==> config.mk <==
export PLATFORM = sky130hd
export DESIGN_NAME = vec_feeder_flat
export DESIGN_NICKNAME = d
export VERILOG_FILES = /design/src/rtl/vec_feeder_if.sv /design/src/rtl/vec_feeder.sv /design/src/flat_wrapper.sv
export SDC_FILE = /design/constraint.sdc
export NUM_CORES = 1
export LEC_CHECK = 0
export ABC_AREA = 1
export ABC_CLOCK_PERIOD_IN_PS = 4050
export CAP_MARGIN = 10
export CORE_AREA = 8 8 443 445
export CTS_BUF_LIST = sky130_fd_sc_hd__clkbuf_2
export DETAILED_ROUTE_END_ITERATION = 12
export DIE_AREA = 0 0 451 453
export PLACE_DENSITY = 0.42
export RECOVER_POWER = 100
export SLEW_MARGIN = 20
export SYNTH_ARGS = -nofsm -noshare
export SYNTH_HDL_FRONTEND = slang
export SYNTH_SLANG_ARGS = --single-unit
==> constraint.sdc <==
create_clock -name clk -period 4.05 [get_ports clk]
set_input_delay 0.405 -clock clk [delete_from_list [all_inputs] [get_ports clk]]
set_output_delay 0.405 -clock clk [all_outputs]
set_load 0.02 [all_outputs]
==> src/rtl/vec_feeder_if.sv <==
// ---------------------------------------------------------------------------
// vec_feeder_if -- bundle of every non-clock signal of the vector feeder.
//
//   Operand stream : in_valid, in_ready, in_x, in_k (one lane pair per beat)
//   Multiplier side: x, k (packed vectors, lane 0 in the LSBs), enable,
//                    y_in, y_valid
//   Result side    : res_valid, res_ready, res_data, res_err
//
//   modport slave  : the feeder itself
//   modport master : the environment (producer, multiplier, consumer)
// ---------------------------------------------------------------------------
interface vec_feeder_if #(
    parameter int C   = 16,
    parameter int W_X = 32,
    parameter int W_K = 32,
    parameter int W_Y = 32
);
    logic                 in_valid;
    logic                 in_ready;
    logic [W_X-1:0]       in_x;
    logic [W_K-1:0]       in_k;
    logic [C*W_X-1:0]     x;
    logic [C*W_K-1:0]     k;
    logic                 enable;
    logic [W_Y-1:0]       y_in;
    logic                 y_valid;
    logic                 res_valid;
    logic                 res_ready;
    logic [W_Y-1:0]       res_data;
    logic                 res_err;

    modport slave (
        input  in_valid, in_x, in_k, y_in, y_valid, res_ready,
        output in_ready, x, k, enable, res_valid, res_data, res_err
    );

    modport master (
        output in_valid, in_x, in_k, y_in, y_valid, res_ready,
        input  in_ready, x, k, enable, res_valid, res_data, res_err
    );
endinterface

==> src/rtl/vec_feeder.sv <==
// ---------------------------------------------------------------------------
// vec_feeder -- collects C element-serial (x, k) operand pairs into packed
// lane vectors, enables an external dot-product multiplier, waits (bounded
// by TIMEOUT cycles) for its result and holds that result until consumed.
//
// Ports:
//   clk   : sole clock, rising edge
//   rstn  : asynchronous active-low reset
//   clr   : synchronous soft clear (returns to LOAD, lane contents kept)
//   bus   : vec_feeder_if.slave (operand stream, multiplier, result)
// ---------------------------------------------------------------------------
module vec_feeder #(
    parameter int C       = 16,
    parameter int W_X     = 32,
    parameter int W_K     = 32,
    parameter int W_Y     = 32,
    parameter int TIMEOUT = 4 * ($clog2(C) + 1)
) (
    input  logic        clk,
    input  logic        rstn,
    input  logic        clr,
    vec_feeder_if.slave bus
);
    localparam int IDX_W = (C > 1) ? $clog2(C) : 1;
    localparam int CNT_W = (TIMEOUT > 1) ? $clog2(TIMEOUT) : 1;
    localparam logic [IDX_W-1:0] IDX_LAST = IDX_W'(C - 1);
    localparam logic [CNT_W-1:0] CNT_LAST = CNT_W'(TIMEOUT - 1);

    typedef enum logic [1:0] {
        S_LOAD  = 2'd0,
        S_ISSUE = 2'd1,
        S_WAIT  = 2'd2,
        S_HOLD  = 2'd3
    } state_t;

    state_t                   r_state;
    state_t                   w_state_nxt;
    logic [IDX_W-1:0]         r_idx;
    logic [CNT_W-1:0]         r_wcnt;
    logic [C-1:0][W_X-1:0]    r_x;
    logic [C-1:0][W_K-1:0]    r_k;
    logic                     r_in_ready;
    logic                     r_enable;
    logic                     r_res_valid;
    logic [W_Y-1:0]           r_res_data;
    logic                     r_res_err;
    logic                     w_accept;
    logic                     w_capture;
    logic                     w_timeout;

    // Next-state decode; clr overrides every transition and every side effect
    always_comb begin
        w_state_nxt = r_state;
        w_accept    = 1'b0;
        w_capture   = 1'b0;
        w_timeout   = 1'b0;
        if (clr) begin
            w_state_nxt = S_LOAD;
        end else begin
            case (r_state)
                S_LOAD: begin
                    w_accept = bus.in_valid;
                    if (bus.in_valid && (r_idx == IDX_LAST)) begin
                        w_state_nxt = S_ISSUE;
                    end else begin
                        w_state_nxt = S_LOAD;
                    end
                end
                S_ISSUE: begin
                    w_state_nxt = S_WAIT;
                end
                S_WAIT: begin
                    // A result arriving in the last allowed cycle still wins
                    if (bus.y_valid) begin
                        w_capture   = 1'b1;
                        w_state_nxt = S_HOLD;
                    end else if (r_wcnt == CNT_LAST) begin
                        w_timeout   = 1'b1;
                        w_state_nxt = S_HOLD;
                    end else begin
                        w_state_nxt = S_WAIT;
                    end
                end
                S_HOLD: begin
                    if (bus.res_ready) begin
                        w_state_nxt = S_LOAD;
                    end else begin
                        w_state_nxt = S_HOLD;
                    end
                end
                default: begin
                    w_state_nxt = S_LOAD;
                end
            endcase
        end
    end

    // State register plus handshake/enable flags registered from the next state
    always_ff @(posedge clk or negedge rstn) begin
        if (!rstn) begin
            r_state     <= S_LOAD;
            r_in_ready  <= 1'b1;
            r_enable    <= 1'b0;
            r_res_valid <= 1'b0;
        end else begin
            r_state     <= w_state_nxt;
            r_in_ready  <= (w_state_nxt == S_LOAD);
            r_enable    <= (w_state_nxt == S_ISSUE) || (w_state_nxt == S_WAIT);
            r_res_valid <= (w_state_nxt == S_HOLD);
        end
    end

    // Lane index and wait counter; the counter restarts at 0 on every WAIT entry
    always_ff @(posedge clk or negedge rstn) begin
        if (!rstn) begin
            r_idx  <= {IDX_W{1'b0}};
            r_wcnt <= {CNT_W{1'b0}};
        end else begin
            if (clr) begin
                r_idx <= {IDX_W{1'b0}};
            end else if (w_accept) begin
                r_idx <= (r_idx == IDX_LAST) ? {IDX_W{1'b0}} : r_idx + IDX_W'(1);
            end
            if ((r_state == S_WAIT) && (w_state_nxt == S_WAIT)) begin
                r_wcnt <= r_wcnt + CNT_W'(1);
            end else begin
                r_wcnt <= {CNT_W{1'b0}};
            end
        end
    end

    // Lane storage: only an accepted pair writes, so clr leaves contents intact
    always_ff @(posedge clk or negedge rstn) begin
        if (!rstn) begin
            r_x <= {(C*W_X){1'b0}};
            r_k <= {(C*W_K){1'b0}};
        end else if (w_accept) begin
            r_x[r_idx] <= bus.in_x;
            r_k[r_idx] <= bus.in_k;
        end
    end

    // Result capture: a multiplier result or a zero/error result on timeout
    always_ff @(posedge clk or negedge rstn) begin
        if (!rstn) begin
            r_res_data <= {W_Y{1'b0}};
            r_res_err  <= 1'b0;
        end else if (clr) begin
            r_res_err  <= 1'b0;
        end else if (w_capture) begin
            r_res_data <= bus.y_in;
            r_res_err  <= 1'b0;
        end else if (w_timeout) begin
            r_res_data <= {W_Y{1'b0}};
            r_res_err  <= 1'b1;
        end
    end

    assign bus.in_ready  = r_in_ready;
    assign bus.x         = r_x;
    assign bus.k         = r_k;
    assign bus.enable    = r_enable;
    assign bus.res_valid = r_res_valid;
    assign bus.res_data  = r_res_data;
    assign bus.res_err   = r_res_err;
endmodule

==> src/flat_wrapper.sv <==
// flat-port wrapper written by rule: the top's interface ports become plain ports
module vec_feeder_flat 
#(
    parameter int C       = 16,
    parameter int W_X     = 32,
    parameter int W_K     = 32,
    parameter int W_Y     = 32,
    parameter int TIMEOUT = 4 * ($clog2(C) + 1)
)
  (clk, rstn, clr, bus_in_valid, bus_in_x, bus_in_k, bus_y_in, bus_y_valid, bus_res_ready, bus_in_ready, bus_x, bus_k, bus_enable, bus_res_valid, bus_res_data, bus_res_err);
  vec_feeder_if #(.C(C), .W_X(W_X), .W_K(W_K), .W_Y(W_Y)) bus_i ();
  input  logic clk;
  input  logic rstn;
  input  logic clr;
  input wire logic [$bits(bus_i.in_valid)-1:0] bus_in_valid;
  input wire logic [$bits(bus_i.in_x)-1:0] bus_in_x;
  input wire logic [$bits(bus_i.in_k)-1:0] bus_in_k;
  input wire logic [$bits(bus_i.y_in)-1:0] bus_y_in;
  input wire logic [$bits(bus_i.y_valid)-1:0] bus_y_valid;
  input wire logic [$bits(bus_i.res_ready)-1:0] bus_res_ready;
  output wire logic [$bits(bus_i.in_ready)-1:0] bus_in_ready;
  output wire logic [$bits(bus_i.x)-1:0] bus_x;
  output wire logic [$bits(bus_i.k)-1:0] bus_k;
  output wire logic [$bits(bus_i.enable)-1:0] bus_enable;
  output wire logic [$bits(bus_i.res_valid)-1:0] bus_res_valid;
  output wire logic [$bits(bus_i.res_data)-1:0] bus_res_data;
  output wire logic [$bits(bus_i.res_err)-1:0] bus_res_err;
  assign bus_i.in_valid = bus_in_valid;
  assign bus_i.in_x = bus_in_x;
  assign bus_i.in_k = bus_in_k;
  assign bus_i.y_in = bus_y_in;
  assign bus_i.y_valid = bus_y_valid;
  assign bus_i.res_ready = bus_res_ready;
  assign bus_in_ready = bus_i.in_ready;
  assign bus_x = bus_i.x;
  assign bus_k = bus_i.k;
  assign bus_enable = bus_i.enable;
  assign bus_res_valid = bus_i.res_valid;
  assign bus_res_data = bus_i.res_data;
  assign bus_res_err = bus_i.res_err;
  vec_feeder #(.C(C), .W_X(W_X), .W_K(W_K), .W_Y(W_Y), .TIMEOUT(TIMEOUT)) u_core (.clk(clk), .rstn(rstn), .clr(clr), .bus(bus_i));
endmodule
==> run_results.csv, run 1 <==
group,metric,value,unit
sta,setup_tns,0,ps
grt,grt.overflow.total,0,
synth,synth_area_leaders,"dfrtp_1, nand2_1, o21ai_0",
synth,synth-edff-count,0,
die,start_util,22.0,%
setup_path,cp-start-kind,"input port",
power,p_leak,35.1,nW
clock_network,cts_tree,"built",
die,core_region_area,189000,µm²
placed_design,hpwlAfterDp,152000,µm
detailed_routing,drt_wl_total,233000,µm
synth,ys.flop_type,"dfrtp_1",
die,num_io_pins,1162,
synth,avgSynthCellArea,8.78,µm²
grt,grt_pass1_wl,321000,µm
detailed_routing,drc,0,
synth,synthAdderAreaFrac,0.241,%
setup_path,criticalPathCategory,"in2async",
synth,synth-compound-area-share,4.67,%
sta,fin_crit_sh,94.6,%
setup_path,worstPathArrival,5580,ps
clock_network,cts.htree.levels,5,
job,maxCapViolCount,8,
grt,grt_pass1_vias,39200,
sta,setup_viol,0,
synth,ys_seq_elements,1071,
clock_network,cts_setup_buffers,0,
synth,synth_top_area_share,64.5,%
synth,synthMostInstantiatedCell,"nand2_1",
die,fp.dieW,451,µm
hold_path,hold_class,"in2reg",
clock_network,cts_buffers,325,
synth,synthMuxAreaShare,0,%
sta,fin_skew,125,ps
synth,synth_simple_gate_area_share,26.4,%
detailed_routing,num_vias,38600,
synth,synth_top_family_by_area,"simple AND/OR/NAND/NOR gates",
detailed_routing,drt-initial-drc-count,2710,
clock_network,clock-root-buffer,"clkbuf_2",
clock_network,path_clk_slew,100,ps
synth,syn_inst,4733,
cells_and_area,seq_area,26800,µm²
cells_and_area,area_delta_synth_final,48.1,%
synth,ys_warn_count,0,
synth,ys_seq_area_share,64.5,%
synth,yosys.area_share.xor_xnor,0.0843,%
power,cellPowerDensity,403,nW/µm²
clock_network,clockBufferDepth,4,
grt,antenna_found_initial,13,
grt,grt_max_degree,113,
sta,max_freq,261,MHz
die,rows,160,
cells_and_area,nFillCells,20000,
cells_and_area,fin_cells,8997,
cells_and_area,finalNetCount,6372,
die,die_area,204000,µm²
run_status,failed_checks,"max-capacitance violations, max-slew violations",
setup_path,required,5800,ps
clock_network,clock_latency,1830,ps
synth,synthDistinctLibCells,22,
setup_path,worstSetupEndpointType,"async pin",
cells_and_area,multi_input_area,13100,µm²
placed_design,port_buffers,1161,
power,vdd_ir_drop_max,0.257,mV
synth,async_reset_ff_share,100,%
placed_design,place_inst,8164,
synth,netlist_top_cells_count,"nand2_1, dfrtp_1, o21ai_0",
sta,hold_viol_final,0,
run_status,status,"finished, violations left",
grt,groute.usage.overall,22.0,%
cells_and_area,drive_above_1_share,10.5,%
sta,slew_viol_final,322,
synth,syn-num-nets,4843,
detailed_routing,firstDrtPassIters,7,
synth,synth_top_area_cell,"dfrtp_1",
clock_network,clock_sinks,1071,
sta,slew_headroom,-72.7,%
placed_design,gp_congestion,0.780,
detailed_routing,ant_nets,0,
die,die_y,453,µm
detailed_routing,drt-vias-per-instance,4.29,
sta,worst_pin_slew,2590,ps
clock_network,ctsResizeCount,0,
setup_path,cp_max_fo,83,
synth,synth_area,41500,µm²
sta,finalWorstPathRequiredPeriod,3830,ps
sta,grt_setup_unrepaired,"no",
detailed_routing,wl_per_cell,25.9,µm
[sequential cells by signal (all words and copies together) (netlist names), 2 cells and up]
| signal | cells |
|---|---|
| u_core.bus.res_data | 32 |
| u_core.r_wcnt | 5 |
| u_core.bus.x | 512 |
| u_core.bus.k | 512 |
| u_core.r_state | 2 |
| u_core.r_idx | 4 |
[critical path: stages]
cell and delay (ps):
dlygate4sd3_1 520, dlygate4sd3_1 550, dlygate4sd3_1 560, clkdlybuf4s25_1 290, dlygate4sd3_1 580, clkbuf_2 1820
buf_6 760
[where the power goes]
group / leakage, nW / total (mW) / switching, mW / internal (mW)
clock: 2.15 / 8.38 / 5.10 / 3.28
combinational: 18.3 / 4.56 / 2.96 / 1.60
sequential: 14.7 / 11.9 / 0.411 / 11.4
total: 35.1 / 24.8 / 8.47 / 16.3
[cells by family (layout without fill, tap and decap cells)]
logic type               Yosys count  after routing
other                              0             14
flip-flops                      1071           1071
XOR/XNOR                           4              4
AND/OR/NAND/NOR                 2869           2869
adder cells (fa/ha/maj)            8              8
buffers and inverters            393           2132
AO/OA/AOI/OAI                    388            388
[metal layers]
layer | wire (µm) | global-route usage [%] | vias up
met5 | 0 | 0 | -
met1 | 91400 | 25.7 | 19000
li1 | - | - | 17700
met4 | 10600 | 9.08 | 0
met2 | 114000 | 37.6 | 1436
met3 | 16900 | 6.84 | 380
[timing repair]
item	4_1_cts	5_1_grt
setup endpoints to repair	0	0
hold endpoints to repair	2142	16
hold buffers	281	1
[area by class of cell]
class,instances,share of cell area (%)
clock buffer,489,3.98
clock inverter,48,0.403
inverter,12,0.0732
antenna,14,0.0569
multi-input combinational,3269,21.3
tap,2511,5.11
timing repair buffer,1583,25.5
sequential,1071,43.6
[worst paths after layout]
path	startpoint	end	slack, ps	depth (start not counted)
max	rstn	u_core.bus.x[311]$_DFFE_PN0P_	220	7
min	bus_in_x[3]	u_core.bus.x[163]$_DFFE_PN0P_	370	5
max reg2reg	u_core.r_idx[1]$_DFFE_PN0P_	u_core.bus.x[33]$_DFFE_PN0P_	370	9
min reg2reg	u_core.r_wcnt[0]$_DFF_PN0_	u_core.r_wcnt[0]$_DFF_PN0_	460	1
max in group clk	u_core.r_idx[1]$_DFFE_PN0P_	u_core.bus.x[33]$_DFFE_PN0P_	370	9
min in group asynchronous	rstn	u_core.bus.x[187]$_DFFE_PN0P_	1920	6
[placed cells by master, fill, tap and decap left out, types with 2 or more instances in the layout]
master / count
a21oi_1: 2
buf_12: 26
buf_2: 7
buf_4: 80
buf_6: 2
bufinv_16: 2
clkbuf_1: 9
clkbuf_2: 517
clkbuf_4: 2
clkdlybuf4s50_1: 92
clkinv_1: 34
clkinv_2: 3
clkinvlp_4: 3
dfrtp_1: 1070
diode_2: 14
dlygate4sd3_1: 1336
ha_1: 8
inv_1: 10
inv_2: 8
nand2_1: 2812
nand2_4: 5
nand3_1: 7
nand3_4: 9
nor2_1: 20
nor2_4: 12
o21ai_0: 386
xor2_1: 3
[stage by stage]
step	power [mW]	instance area, µm²	worst slack (ps)	hold WS (ps)	util [%]
5_1_grt	26.1	61500	80.9	93.4	32.5
2_1_floorplan	13.8	41500	2200	109	-
3_5_place_dp	16.8	56100	1080	454	29.7
3_3_place_gp	16.8	56200	1150	449	29.7
6_report	24.8	61500	217	371	32.5
4_1_cts	25.6	61700	249	10.7	32.6
(Power assumes the default switching activity.)
==> run 2, diff against run 1 <==
--- a/config.mk
+++ b/config.mk
@@ -8,10 +8,11 @@
 export ABC_AREA = 1
 export ABC_CLOCK_PERIOD_IN_PS = 4050
 export CAP_MARGIN = 10
-export CORE_AREA = 8 8 443 445
+export CORE_AREA = 8 8 442 444
 export CTS_BUF_LIST = sky130_fd_sc_hd__clkbuf_2
 export DETAILED_ROUTE_END_ITERATION = 12
-export DIE_AREA = 0 0 451 453
+export DIE_AREA = 0 0 450 452
+export GPL_ROUTABILITY_DRIVEN = 0
 export PLACE_DENSITY = 0.42
 export RECOVER_POWER = 100
 export SLEW_MARGIN = 20
==> run 2 against run 1 <==
The run still ends with max-capacitance violations, max-slew violations left. Clock-buffer cell count fell by 33. Clock power shrank 2.6%. Power fell by 0.83%. Clock skew grew 13 ps. Critical path depth unchanged. Combinational power barely moved. Critical endpoint is now u_core.bus.x[112]$_DFFE_PN0P_. Largest cell class unchanged.
==> run_results.csv, run 2 (synthesis gave the netlist of run 1 again) <==
group,metric,value,unit
run_status,status,"finished, violations left",
run_status,failed_checks,"max-capacitance violations, max-slew violations",
die,die_area,203000,µm²
sta,grt_setup_unrepaired,"no",
detailed_routing,firstDrtPassIters,5,
sta,setup_tns,0,ps
setup_path,crit_chain,"dlygate4sd3_1, dlygate4sd3_1, dlygate4sd3_1, buf_8, clkbuf_2, clkbuf_2, buf_4",
job,maxCapViolCount,7,
setup_path,cp_max_fo,70,
sta,slew_headroom,-101,%
die,rows,160,
detailed_routing,drc,0,
sta,hold_viol_final,0,
sta,setup_viol,0,
cells_and_area,fin_area,61500,µm²
setup_path,r2r_setup_slack,410,ps
grt,antenna_found_initial,7,
setup_path,worstSetupEndpointType,"async pin",
cells_and_area,drive_above_1_share,10.2,%
grt,grt_pass1_vias,39500,
die,num_io_pins,1162,
setup_path,cp_slowest_cell,"clkbuf_2",
setup_path,cpMostUsedCell,"dlygate4sd3_1",
detailed_routing,ant_nets,0,
setup_path,critical_path.max_stage_delay,2130,ps
hold_path,hold_path_end,"u_core.bus.x[59]$_DFFE_PN0P_",
hold_path,hold_class,"in2reg",
die,start_util,22.0,%
clock_network,ctsResizeCount,0,
cells_and_area,area_delta_synth_final,48.2,%
clock_network,clockBufferDepth,4,
clock_network,cts_setup_buffers,0,
sta,worst_pin_slew,3020,ps
cells_and_area,finalNetCount,6399,
clock_network,clock_sinks,1071,
grt,grt.overflow.total,0,
clock_network,cts.htree.levels,5,
detailed_routing,num_vias,38700,
detailed_routing,drt-initial-drc-count,2823,
placed_design,hpwlAfterDp,154000,µm
setup_path,cp-start-kind,"input port",
power,power,24.6,mW
placed_design,port_buffers,1161,
die,fp.dieW,450,µm
clock_network,cts_hold_repair.buffers,299,
die,core_region_area,189000,µm²
clock_network,clock-root-buffer,"clkbuf_2",
detailed_routing,wl_per_cell,25.9,µm
cells_and_area,nFillCells,20000,
detailed_routing,drt-vias-per-instance,4.31,
setup_path,regToRegEndpoint,"u_core.bus.x[54]$_DFFE_PN0P_",
setup_path,worst-path-stages,7,
sta,max_freq,272,MHz
hold_path,whs_path_depth,5,
setup_path,path_buf_inv,7,
setup_path,criticalPathCategory,"in2async",
setup_path,cp_top_family,"buffers and inverters",
detailed_routing,drt_wl_total,233000,µm
grt,grt_pass1_wl,322000,µm
power,vdd_ir_drop_max,0.246,mV
setup_path,reg2reg_from,"u_core.r_state[0]$_DFF_PN0_",
power,cellPowerDensity,399,nW/µm²
die,die_y,452,µm
cells_and_area,final_cell_mix,"nand2_1, dlygate4sd3_1, dfrtp_1",
setup_path,required,6030,ps
clock_network,path_clk_slew,100,ps
cells_and_area,final_common_cell,"nand2_1",
setup_path,worstPathArrival,5650,ps
sta,fin_skew,138,ps
grt,grt_max_degree,160,
power,p_leak,35.1,nW
sta,finalWorstPathRequiredPeriod,3670,ps
clock_network,cts_buffers,330,
grt,groute.usage.overall,22.1,%
sta,fin_crit_sh,90.7,%
sta,slew_viol_final,322,
hold_path,hold_start,"bus_in_x[27]",
clock_network,clock_latency,1820,ps
clock_network,cts_tree,"built",
placed_design,placed_area,56100,µm²
setup_path,reg2reg_depth,11,
run 2: how the worst max path moves through the flow:
| stage | from | end | slack, ps |
|---|---|---|---|
| after global placement | clr | u_core.bus.x[314]$_DFFE_PN0P_ | 1090 |
| after CTS | u_core.bus.k[442]$_DFFE_PN0P_ | bus_k[442] | 330 |
| after detailed placement | clr | u_core.bus.x[316]$_DFFE_PN0P_ | 1050 |
| after floorplan | u_core.r_idx[0]$_DFFE_PN0P_ | u_core.r_wcnt[2]$_DFF_PN0_ | 2200 |
| final | rstn | u_core.bus.x[112]$_DFFE_PN0P_ | 380 |
| after global routing | u_core.r_state[0]$_DFF_PN0_ | u_core.bus.x[54]$_DFFE_PN0P_ | 160 |
run 2: per-layer routing:
| metal | global-route usage [%] | routed length (µm) | vias to the layer above |
|---|---|---|---|
| met4 | 10.6 | 11800 | 2 |
| li1 | - | - | 17700 |
| met3 | 6.77 | 17700 | 420 |
| met1 | 26.1 | 92100 | 19100 |
| met5 | 0 | 13 | - |
| met2 | 36.6 | 111000 | 1503 |
run 2: stage by stage:
stage | utilization (%) | hold slack [ps] | std cells | setup slack [ps]
3_5_place_dp | 29.7 | 457 | 8167 | 1050
5_1_grt | 32.6 | -10.5 | 8985 | 163
3_3_place_gp | 29.7 | 446 | 8167 | 1090
6_report | 32.6 | 224 | 8989 | 375
4_1_cts | 32.7 | 13.0 | 8975 | 332
2_1_floorplan | - | 109 | 4733 | 2200
run 2: layout make-up:
cell class,count,area (µm²),area share [%]
multi-input cells,3269,13200,21.4
clock inverters,53,290,0.472
diodes,12,30.0,0.0488
repair buffers,1605,15800,25.7
well taps,2511,3140,5.10
inverters,12,45.0,0.0732
clock buffers,456,2280,3.71
flip-flops and latches,1071,26800,43.5
run 2: report_power, final:
part / switching, mW / internal (mW) / leakage [nW]
Combinational: 2.96 / 1.61 / 18.4
Clock: 5.01 / 3.15 / 2.03
Sequential: 0.410 / 11.4 / 14.7
run 2: worst register-to-register path, stage by stage, from the launching register on:
cell,delay [ps]
dfrtp_1,420
nor2_1,170
nand2_1,110
inv_2,140
nand2_8,130
buf_4,330
nor2_4,150
clkbuf_2,800
nand2_1,160
dlygate4sd3_1,600
nand2_1,60
dlygate4sd3_1,540
